**config.mk**
```make
export PLATFORM = sky130hd
export DESIGN_NAME = feedbackloop_acc_sched
export DESIGN_NICKNAME = d
export VERILOG_FILES = /design/src/rtl/feedbackloop_acc_sched.sv
export SDC_FILE = /design/constraint.sdc
export NUM_CORES = 1
export LEC_CHECK = 0
export ABC_AREA = 1
export CORE_UTILIZATION = 44
export DETAILED_ROUTE_END_ITERATION = 10
export PLACE_DENSITY = 0.76
export SLEW_MARGIN = 20
export SYNTH_ARGS = -nofsm -noshare
export SYNTH_HDL_FRONTEND = slang
export SYNTH_SLANG_ARGS = --single-unit
```
**constraint.sdc**
```tcl
create_clock -name system1000 -period 6.1 [get_ports system1000]
set_clock_uncertainty 0.05 [all_clocks]
set_input_delay 1.22 -clock system1000 [delete_from_list [all_inputs] [get_ports system1000]]
set_output_delay 1.22 -clock system1000 [all_outputs]
set_load 0.01 [all_outputs]
```
**src/rtl/feedbackloop_acc_sched.sv**
```systemverilog
// Four-lane round-robin burst scheduler feeding one shared 8-bit signed accumulator.
// Define FEEDBACKLOOP_SAT_EN to saturate accumulation; the default build wraps modulo 256.
module feedbackloop_acc_sched #(
    parameter int BURST_LEN = 4
) (
    input  logic        system1000,
    input  logic        system1000_rstn,
    input  logic [3:0]  req_valid,
    output logic [3:0]  req_ready,
    input  logic [31:0] req_data,
    input  logic [3:0]  req_clr,
    input  logic        hold_i,
    output logic [7:0]  acc_o,
    output logic        acc_valid_o,
    output logic [1:0]  grant_id_o
);

    localparam logic [3:0] BL = 4'(BURST_LEN);

    typedef enum logic {IDLE, SERVE} state_t;

    state_t         state, state_nxt;
    logic [1:0]     grant, grant_nxt;
    logic [1:0]     rr_ptr, rr_ptr_nxt;
    logic [3:0]     cnt, cnt_nxt;
    logic [1:0]     pick, idx;
    logic           any_vld, xfer;
    logic [3:0][7:0] lane_data;
    logic [7:0]     opnd, add_res, acc_nxt;
    logic [8:0]     sum9;

    assign lane_data = req_data;

    // Scan from the highest offset down so the last hit is the first valid lane at/after rr_ptr.
    always_comb begin
        pick    = rr_ptr;
        any_vld = 1'b0;
        idx     = rr_ptr;
        for (int k = 3; k >= 0; k--) begin
            idx = rr_ptr + 2'(k);
            if (req_valid[idx]) begin
                pick    = idx;
                any_vld = 1'b1;
            end
        end
    end

    always_comb begin
        state_nxt  = state;
        grant_nxt  = grant;
        cnt_nxt    = cnt;
        rr_ptr_nxt = rr_ptr;
        req_ready  = '0;
        xfer       = 1'b0;
        case (state)
            IDLE: begin
                if (!hold_i && any_vld) begin
                    state_nxt = SERVE;
                    grant_nxt = pick;
                    cnt_nxt   = '0;
                end
            end
            SERVE: begin
                if (!hold_i) begin
                    req_ready[grant] = 1'b1;
                    if (req_valid[grant]) begin
                        xfer    = 1'b1;
                        cnt_nxt = cnt + 4'd1;
                        if (cnt_nxt == BL) begin
                            state_nxt  = IDLE;
                            rr_ptr_nxt = grant + 2'd1;
                        end
                    end else begin
                        state_nxt  = IDLE;
                        rr_ptr_nxt = grant + 2'd1;
                    end
                end
            end
            default: state_nxt = IDLE;
        endcase
    end

    always_comb begin
        opnd = lane_data[grant];
        sum9 = {acc_o[7], acc_o} + {opnd[7], opnd};
`ifdef FEEDBACKLOOP_SAT_EN
        // Sign bits disagree only on overflow; bit 8 holds the true sign.
        if (sum9[8] != sum9[7]) add_res = sum9[8] ? 8'h80 : 8'h7f;
        else                    add_res = sum9[7:0];
`else
        add_res = sum9[7:0];
`endif
        acc_nxt = req_clr[grant] ? opnd : add_res;
    end

    always_ff @(posedge system1000 or negedge system1000_rstn) begin
        if (!system1000_rstn) begin
            state       <= IDLE;
            grant       <= '0;
            rr_ptr      <= '0;
            cnt         <= '0;
            acc_o       <= '0;
            acc_valid_o <= 1'b0;
            grant_id_o  <= '0;
        end else begin
            state       <= state_nxt;
            grant       <= grant_nxt;
            rr_ptr      <= rr_ptr_nxt;
            cnt         <= cnt_nxt;
            acc_valid_o <= xfer;
            if (xfer) begin
                acc_o      <= acc_nxt;
                grant_id_o <= grant;
            end
        end
    end

endmodule

```
==> results.md, run 1 <==
* Status: completed
* Worst hold path type: reg -> reg
* Max Freq at 263.3 MHz
* Die Footprint at 4507 um2
* Fin crit share at 62.26%
* Most frequent cells in the layout: nand2_1, clkdlybuf4s50_1, inv_1
* Syn nets at 347
* Most common cell after layout, fill and taps aside: nand2_1
* Cts bufs inserted at 3
* Simple-gate area share of the yosys netlist at 36.33%
* R2R depth at 12
* Main combinational cell family by area after synthesis: simple AND/OR/NAND/NOR gates
* Worst skew pair latency at 260 ps
* Synth Area in XOR/XNOR at 2.346%
* First-pass GRT wire length at 7886 um
* Routed Antenna Nets at 0
* Post-synthesis mux area share at 0%
* Placed cell count at 389
* Final setup TNS at 0 ps
* Vias per inst at 4.934
* Non-filler cells in the finished layout at 393
* Yosys cell types at 28
* Final Hold Vio Count at 0
* Post-CTS setup buffers at 0
* Initial antenna violation count at 0
* Arrival @ worst endpoint at 2530 ps
* Post-Syn Area per Cell at 6.437 um2
* N_diodes at 0
* Leakage power total at 1.283 nW
* Half-perimeter wire length after placement at 3460 um
* TritonRoute pass-1 iters at 5
* Drt wl/cell at 11.74 um
* Total of max-cap violations at 0
* Synth Instances at 290
* Syn Std Cell Area at 1867 um2
* Post-CTS Resized at 0
* Adder-cell area share of the yosys netlist at 9.786%
* Max clock buf depth at 2
* Rel. slew slack at 36.27%
* Layout net count at 401
* H-tree depth at 1
* Unrepaired setup endpoints after global routing: false
* Die X-Extent at 67.14 um
* DR vias at 1,939
* Number of port buffers at 57
* Yosys warning total at 0
* Crit Path Class: in -> out
* Chip height at 67.14 um
* I/O pins at 58
* Hold_buf cts at 0
* Max Slew Vio Count at 0
* FF+latch count, synth at 20
* Share of cells above drive strength 1 at 4.956%
* Drt initial violations at 87
* Total Wirelength at 4612 um
* Pin count of the biggest net entering global routing at 29
* DR DRC count at 0
* Area Overhead vs Synth at 35.12%
* Core outline area at 4029 um2
* Maximum vdd drop at 0.2118 mV
* CTS tree: built
* Synth Area in Compound Gates at 13.67%
* Worst-path maximum fanout at 4
* Final GP Congestion at 0.8958
* Rows at 23
* Vias in the first global route at 1,742
* Setup Viol. Count Final at 0
* Worst-Margin Slew at 956.0 ps
* GR Util All Layers at 22.99%
* Critical Path RT at 4830 ps
* Sequential area share after synthesis at 26.81%
* Total gr overflow at 0
* Worst Setup End Kind: primary output
* Worst Hold Path Cells at 2
* Worst-path clk slew at 80 ps
* Initial core utilization at 46.34%
* Worst setup SP type: input pin
* Clock sinks at 20
* Final min period at 3798 ps
* Root Driver: clkbuf_8
* Power Dens Cells at 515.4 nW/um2
routing by layer:
layer  vias to the layer above  part of all wire [%]  track usage, %
met4                         0                  0.59           4.521
li1                       1039                     -               -
met1                       832                    46           29.33
met3                         4                   5.8           4.054
met2                        64                    47           40.38
met5                         -                     0               0
area by class of cell:
type                       count  area (um2)
tap                           50       62.56
multi-input combinational    222        1160
inverter                      40       157.7
timing repair buffer          57       570.5
fill                         374        1506
clock inverter                 1       30.03
sequential                    20       500.5
clock buffer                   3       41.29
registers in the layout (all words and copies together) (netlist names):
signal and cells:
acc_o 8, cnt 4, grant 2, grant_id_o 2, rr_ptr 2, acc_valid_o 1
state 1
synth_stat cells:
cell type / n / area share [%]
o22a_1: 1 / 0.47
nand3_1: 26 / 7.0
nand2_4: 1 / 0.60
nand2_1: 99 / 20
o21ai_1: 10 / 2.7
o21ai_0: 17 / 4.6
dfrtp_1: 20 / 27
inv_1: 34 / 6.8
or2_2: 1 / 0.34
nor2_1: 21 / 4.2
o211ai_1: 2 / 0.80
inv_2: 3 / 0.60
buf_4: 1 / 0.40
nor2_8: 2 / 2.1
a32o_1: 1 / 0.54
nor2_2: 1 / 0.34
xor2_1: 3 / 1.4
o21ai_2: 1 / 0.47
ha_1: 13 / 8.7
fa_1: 1 / 1.1
a21oi_1: 14 / 3.8
xnor2_1: 2 / 0.94
inv_4: 3 / 1.0
and2_4: 1 / 0.47
nand4_1: 4 / 1.3
buf_2: 6 / 1.6
buf_6: 1 / 0.60
o21bai_1: 1 / 0.40
final timing paths:
kind                                  from            end  slack, ps
max                                 hold_i   req_ready[0]       2300
min                          grant_id_o[0]  grant_id_o[0]        450
max reg2reg                       grant[0]       acc_o[4]       3130
min reg2reg                  grant_id_o[0]  grant_id_o[0]        450
max in group asynchronous  system1000_rstn       acc_o[4]       4030
min in group asynchronous  system1000_rstn         cnt[2]       1410
through the flow:
step | worst slack [ps] | total power [mW] | util, % | instance area [um2] | hold WS, ps
final | 2302 | 1.300 | 62.61 | 2522 | 446.1
after global routing | 2193 | 1.446 | 62.61 | 2522 | 506.3
after CTS | 2284 | 1.299 | 62.61 | 2522 | 451.8
after detailed placement | 2293 | 1.152 | 60.84 | 2451 | 431.7
after global placement | 2370 | 1.133 | 60.84 | 2451 | 421.7
after floorplan | 3306 | 0.9232 | - | 1867 | 428.1
logic make-up after synthesis:
logic type / Yosys count
flops: 20
xor+xnor: 5
fa+ha+maj: 14
simple gates: 156
buf+inv: 48
compound gates: 47
power breakdown:
| group | total [mW] | leakage [nW] | switching, mW | internal (mW) |
|---|---|---|---|---|
| Clock | 0.136 | 0.0357 | 0.0489 | 0.0876 |
| Combinational | 0.872 | 0.996 | 0.508 | 0.364 |
| Sequential | 0.291 | 0.252 | 0.0995 | 0.192 |
critical path, stage by stage:
cell	delay, ps
clkdlybuf4s50_1	460
inv_1	130
nand2_1	60
nor2_1	100
clkdlybuf4s50_1	560
Note: power is estimated with default switching activity, not from simulation.
==> run 2: changes to the inputs <==
==> constraint.sdc (replaced) <==
create_clock -name system1000 -period 3.85 [get_ports system1000]
set_clock_uncertainty 0.05 [all_clocks]
set_input_delay 0.77 -clock system1000 [delete_from_list [all_inputs] [get_ports system1000]]
set_output_delay 0.77 -clock system1000 [all_outputs]
set_load 0.01 [all_outputs]
==> run 2 against run 1 <==
  * Clock-buffer cell count did not move
  * Flip-flop and latch count unchanged
  * Sequential power up 59%
  * Largest power group unchanged
  * Critical path depth did not move
  * Combinational power rose by 56%
  * Register-to-register slack got worse by 2200 ps
  * Total power up 57%
  * Non-clock buffer count did not move
  * Core utilization is 0.12 points lower
==> results.md, run 2 (synthesis results as in run 1) <==
* Unrepaired setup endpoints after global routing: false
* Biggest register: acc_o
* I/O pins at 58
* Core outline area at 4029 um2
* Initial antenna violation count at 0
* Met2 WL at 1944 um
* Initial core utilization at 46.34%
* Root Driver: clkbuf_8
* Clock sinks at 20
* Worst setup SP type: register
* Post-CTS Resized at 0
* Final Hold Vio Count at 0
* N_diodes at 0
* Met3 WL at 264 um
* Power Dens Cells at 810.8 nW/um2
* Cts bufs inserted at 3
* Vias per inst at 4.860
* Worst-path clk slew at 80 ps
* Arrival @ worst endpoint at 2370 ps
* Fillers at 393
* Hold_buf cts at 0
* Half-perimeter wire length after placement at 3310 um
* Rows at 23
* Status: completed
* Area of the multi-input gates at 1160 um2
* Leakage power total at 1.283 nW
* Max clock buf depth at 2
* Worst Setup End Kind: primary output
* Max Slew Vio Count at 0
* Post-CTS setup buffers at 0
* CTS tree: built
* Final GP Congestion at 0.8126
* Internal power at 1.018 mW
* Drt initial violations at 82
* Vias in the first global route at 1,693
* Worst-path maximum fanout at 28
* Max Freq at 313.3 MHz
* Switching Share at 50.15%
* Sequential cell area at 500.5 um2
* Psw at 1.024 mW
* Worst-Margin Slew at 979.5 ps
* Worst hold path type: in -> async
* Die X-Extent at 67.14 um
* Area Overhead vs Synth at 34.85%
* Drt wl/cell at 11.27 um
* Seq pwr share at 22.6%
* Total of max-cap violations at 0
* Min Hold Slack at 399.4 ps
* Fin crit share at 82.90%
* Worst skew pair latency at 260 ps
* Largest register FFs at 8
* Rel. slew slack at 34.70%
* Most frequent cells in the layout: nand2_1, clkdlybuf4s50_1, inv_1
* Critical Path RT at 3030 ps
* Setup Viol. Count Final at 0
* R2R depth at 13
* First-pass GRT wire length at 7521 um
* Die Footprint at 4507 um2
* TritonRoute pass-1 iters at 4
* Number of port buffers at 57
* Largest registers: acc_o: 8 flops, cnt: 4 flops
* Metal-1 WL at 2190 um
* Total gr overflow at 0
* Routed Antenna Nets at 0
* GR Util All Layers at 21.65%
* DR vias at 1,910
* Most common cell after layout, fill and taps aside: nand2_1
* Maximum vdd drop at 0.3170 mV
* Layout net count at 401
* Clock share of power at 10.7%
* Final setup TNS at 0 ps
* DR DRC count at 0
* Chip height at 67.14 um
* Combinational Power Share at 66.6%
* Crit Path Class: reg -> out
* H-tree depth at 1
* Final min period at 3192 ps
* Top Metal Used: met4
* Total Wirelength at 4431 um
* Share of cells above drive strength 1 at 5.248%
* Pin count of the biggest net entering global routing at 29
-- run 2: final cells by class --
type | count | area share, %
multi-input cells | 222 | 46.07
repair buffers | 57 | 22.47
flip-flops and latches | 20 | 19.88
inverters | 40 | 6.262
well taps | 50 | 2.485
clock buffers | 3 | 1.640
clock inverters | 1 | 1.193
-- run 2: path summary, 6_finish.rpt --
kind / from / to / slack (ps)
setup / recovery: grant[0] / req_ready[2] / 660
hold / removal: system1000_rstn / cnt[3] / 400
setup reg to reg: grant[0] / acc_o[5] / 930
hold reg to reg: grant_id_o[1] / grant_id_o[1] / 440
max in group asynchronous: system1000_rstn / acc_o[7] / 3030
min in group system1000: grant_id_o[1] / grant_id_o[1] / 440
-- run 2: metal layers --
metal | vias up | global-route usage [%]
met4 | 0 | 3.989
li1 | 1033 | -
met2 | 55 | 34.75
met5 | - | 0
met1 | 818 | 30.83
met3 | 4 | 3.209
-- run 2: power groups by stage --
stage,sequential [mW],combinational [mW],clock [mW]
final,0.462,1.36,0.219
after floorplan,0.403,1.06,0
after global placement,0.462,1.34,0
after CTS,0.463,1.36,0.220
after detailed placement,0.467,1.35,0
after global routing,0.482,1.56,0.229
-- run 2: worst max-delay path, stage by stage (launching register included) --
cell,delay (ps)
dfrtp_1,1000
inv_4,260
ha_1,280
nand2_1,60
nor2_1,30
clkdlybuf4s50_1,470
-- run 2: metrics by stage --
stage                     util [%]  instance area, um2  instances  total power, mW  worst slack [ps]
final                        62.48                2517        393            2.041             658.5
after global placement       60.84                2451        389            1.801             918.5
after global routing         62.48                2517        393            2.271             485.7
after detailed placement     60.84                2451        389            1.821             892.3
after floorplan                  -                1867        290            1.463              1506
after CTS                    62.61                2522        393            2.045             665.2
==> run 3: changes to the inputs <==
==> constraint.sdc (replaced) <==
create_clock -name system1000 -period 3 [get_ports system1000]
set_clock_uncertainty 0.05 [all_clocks]
set_input_delay 0.6 -clock system1000 [delete_from_list [all_inputs] [get_ports system1000]]
set_output_delay 0.6 -clock system1000 [all_outputs]
set_load 0.01 [all_outputs]
==> run 3 against run 2 <==
  * Die area stayed put
  * Largest power group unchanged
  * Register-to-register slack worse by 480 ps
  * Sequential power grew 17%
==> results.md, run 3 (synthesis results as in run 1) <==
* Hold_buf cts at 0
* Root Driver: clkbuf_8
* Vias per inst at 4.957
* Setup Viol. Count Final at 0
* Most frequent cells in the layout: nand2_1, clkdlybuf4s50_1, inv_1
* Placed cell count at 393
* Leakage power total at 1.303 nW
* Slowest-stage cell, CP: dfrtp_1
* Worst skew pair latency at 260 ps
* Initial antenna violation count at 0
* Chip height at 67.14 um
* Area of the multi-input gates at 1160 um2
* Final min period at 2567 ps
* Share of cells above drive strength 1 at 6.052%
* Arrival @ worst endpoint at 1920 ps
* HP Start: grant_id_o[0]
* Drt initial violations at 88
* Cts bufs inserted at 3
* Half-perimeter wire length after placement at 3465 um
* Power Dens Cells at 1044 nW/um2
* Worst setup SP type: register
* Worst Hold End: grant_id_o[0]
* DR vias at 1,968
* Maximum vdd drop at 0.5100 mV
* DR DRC count at 0
* Largest register FFs at 8
* FF-to-FF Start: grant[1]
* Worst Path Buf+Inv at 2
* Flop-to-flop setup slack at 450 ps
* Pin count of the biggest net entering global routing at 21
* Total gr overflow at 0
* Worst-Margin Slew at 443.4 ps
* R2R depth at 13
* Area Overhead vs Synth at 36.73%
* H-tree depth at 1
* CTS tree: built
* Total Wirelength at 4505 um
* Sequential cell area at 500.5 um2
* Unrepaired setup endpoints after global routing: false
* Worst-path clk slew at 80 ps
* Fillers at 384
* Worst Hold Path Cells at 2
* Max clock buf depth at 2
* GR Util All Layers at 21.95%
* First-pass GRT wire length at 7617 um
* Routed Antenna Nets at 0
* Largest stage delay, worst path at 570 ps
* N_diodes at 0
* Post-CTS Resized at 0
* Initial core utilization at 46.34%
* Die X-Extent at 67.14 um
* Final setup TNS at 0 ps
* Fin crit share at 85.56%
* Drt wl/cell at 11.35 um
* Core outline area at 4029 um2
* Crit Path Class: reg -> out
* I/O pins at 58
* Final GP Congestion at 0.8872
* Critical Path RT at 2350 ps
* Non-filler cells in the finished layout at 397
* Biggest register: acc_o
* Clock sinks at 20
* Worst R2R End: acc_o[4]
* Rel. slew slack at 70.37%
* Worst-path cell chain: buf_4 > ha_1 > nand2_1 > nor2_1 > clkdlybuf4s50_1
* Worst Setup End Kind: primary output
* Total of max-cap violations at 0
* Post-CTS setup buffers at 0
* Rows at 23
* Number of port buffers at 57
* Status: completed
* Worst hold path type: reg -> reg
* Die Footprint at 4507 um2
* Most common cell after layout, fill and taps aside: nand2_1
* Max Slew Vio Count at 0
* TritonRoute pass-1 iters at 4
* Layout net count at 405
* Final Hold Vio Count at 0
* Worst-path maximum fanout at 11
* Crit path max-delay family: buffers and inverters
* Vias in the first global route at 1,811
* Largest registers: acc_o: 8 flops, cnt: 4 flops
* Max Freq at 389.6 MHz
run 3: changes by cell type in the layout (fill, tap and decap cells not counted), sizes merged:
cell,change
clkdlybuf4s50,+1
buf,+3
run 3: worst min-delay path: stages, from the launching register on:
cell and delay, ps:
dfrtp_1 350, nand2_1 50, o21ai_1 60
run 3: layout make-up:
class | instances | share of cell area, %
inverter | 40 | 6.176
timing repair buffer | 61 | 23.53
tap | 50 | 2.451
sequential | 20 | 19.61
multi-input combinational | 222 | 45.44
clock inverter | 1 | 1.176
clock buffer | 3 | 1.618
run 3: how the worst max path moves through the flow:
| stage | from | to | slack, ps | cells past startpoint |
|---|---|---|---|---|
| floorplan | grant[0] | acc_o[4] | 710 | 14 |
| global placement | req_data[16] | acc_o[4] | 260 | 13 |
| detailed placement | req_data[16] | acc_o[4] | 180 | 13 |
| CTS | grant[0] | req_ready[3] | 410 | 5 |
| global route | grant[0] | acc_o[4] | 190 | 13 |
| finish | grant[0] | req_ready[3] | 430 | 5 |
run 3: layer usage:
layer  GRT usage [%]  wire (um)  vias to the layer above
li1                -          -                     1038
met1           28.15       2078                      867
met2           38.50       2138                       61
met3           3.209        275                        2
met4           5.053         13                        0
met5               0          0                        -
run 3: metrics by stage:
stage | worst slack, ps | cell area, um2 | power, mW | utilization, % | hold WS [ps]
final | 433.2 | 2552 | 2.664 | 63.35 | 444.1
after global placement | 258.9 | 2481 | 2.334 | 61.58 | 421.6
after CTS | 412.6 | 2552 | 2.671 | 63.35 | 449.6
after detailed placement | 178.4 | 2481 | 2.381 | 61.58 | 429.7
after floorplan | 705.2 | 1867 | 1.877 | - | 254.4
after global routing | 185.9 | 2552 | 2.979 | 63.35 | 466.4
run 3: where the power goes:
group,total [mW],internal (mW),switching [mW]
sequential,0.541,0.392,0.149
combinational,1.85,0.765,1.08
clock,0.277,0.178,0.0993
total,2.66,1.33,1.33
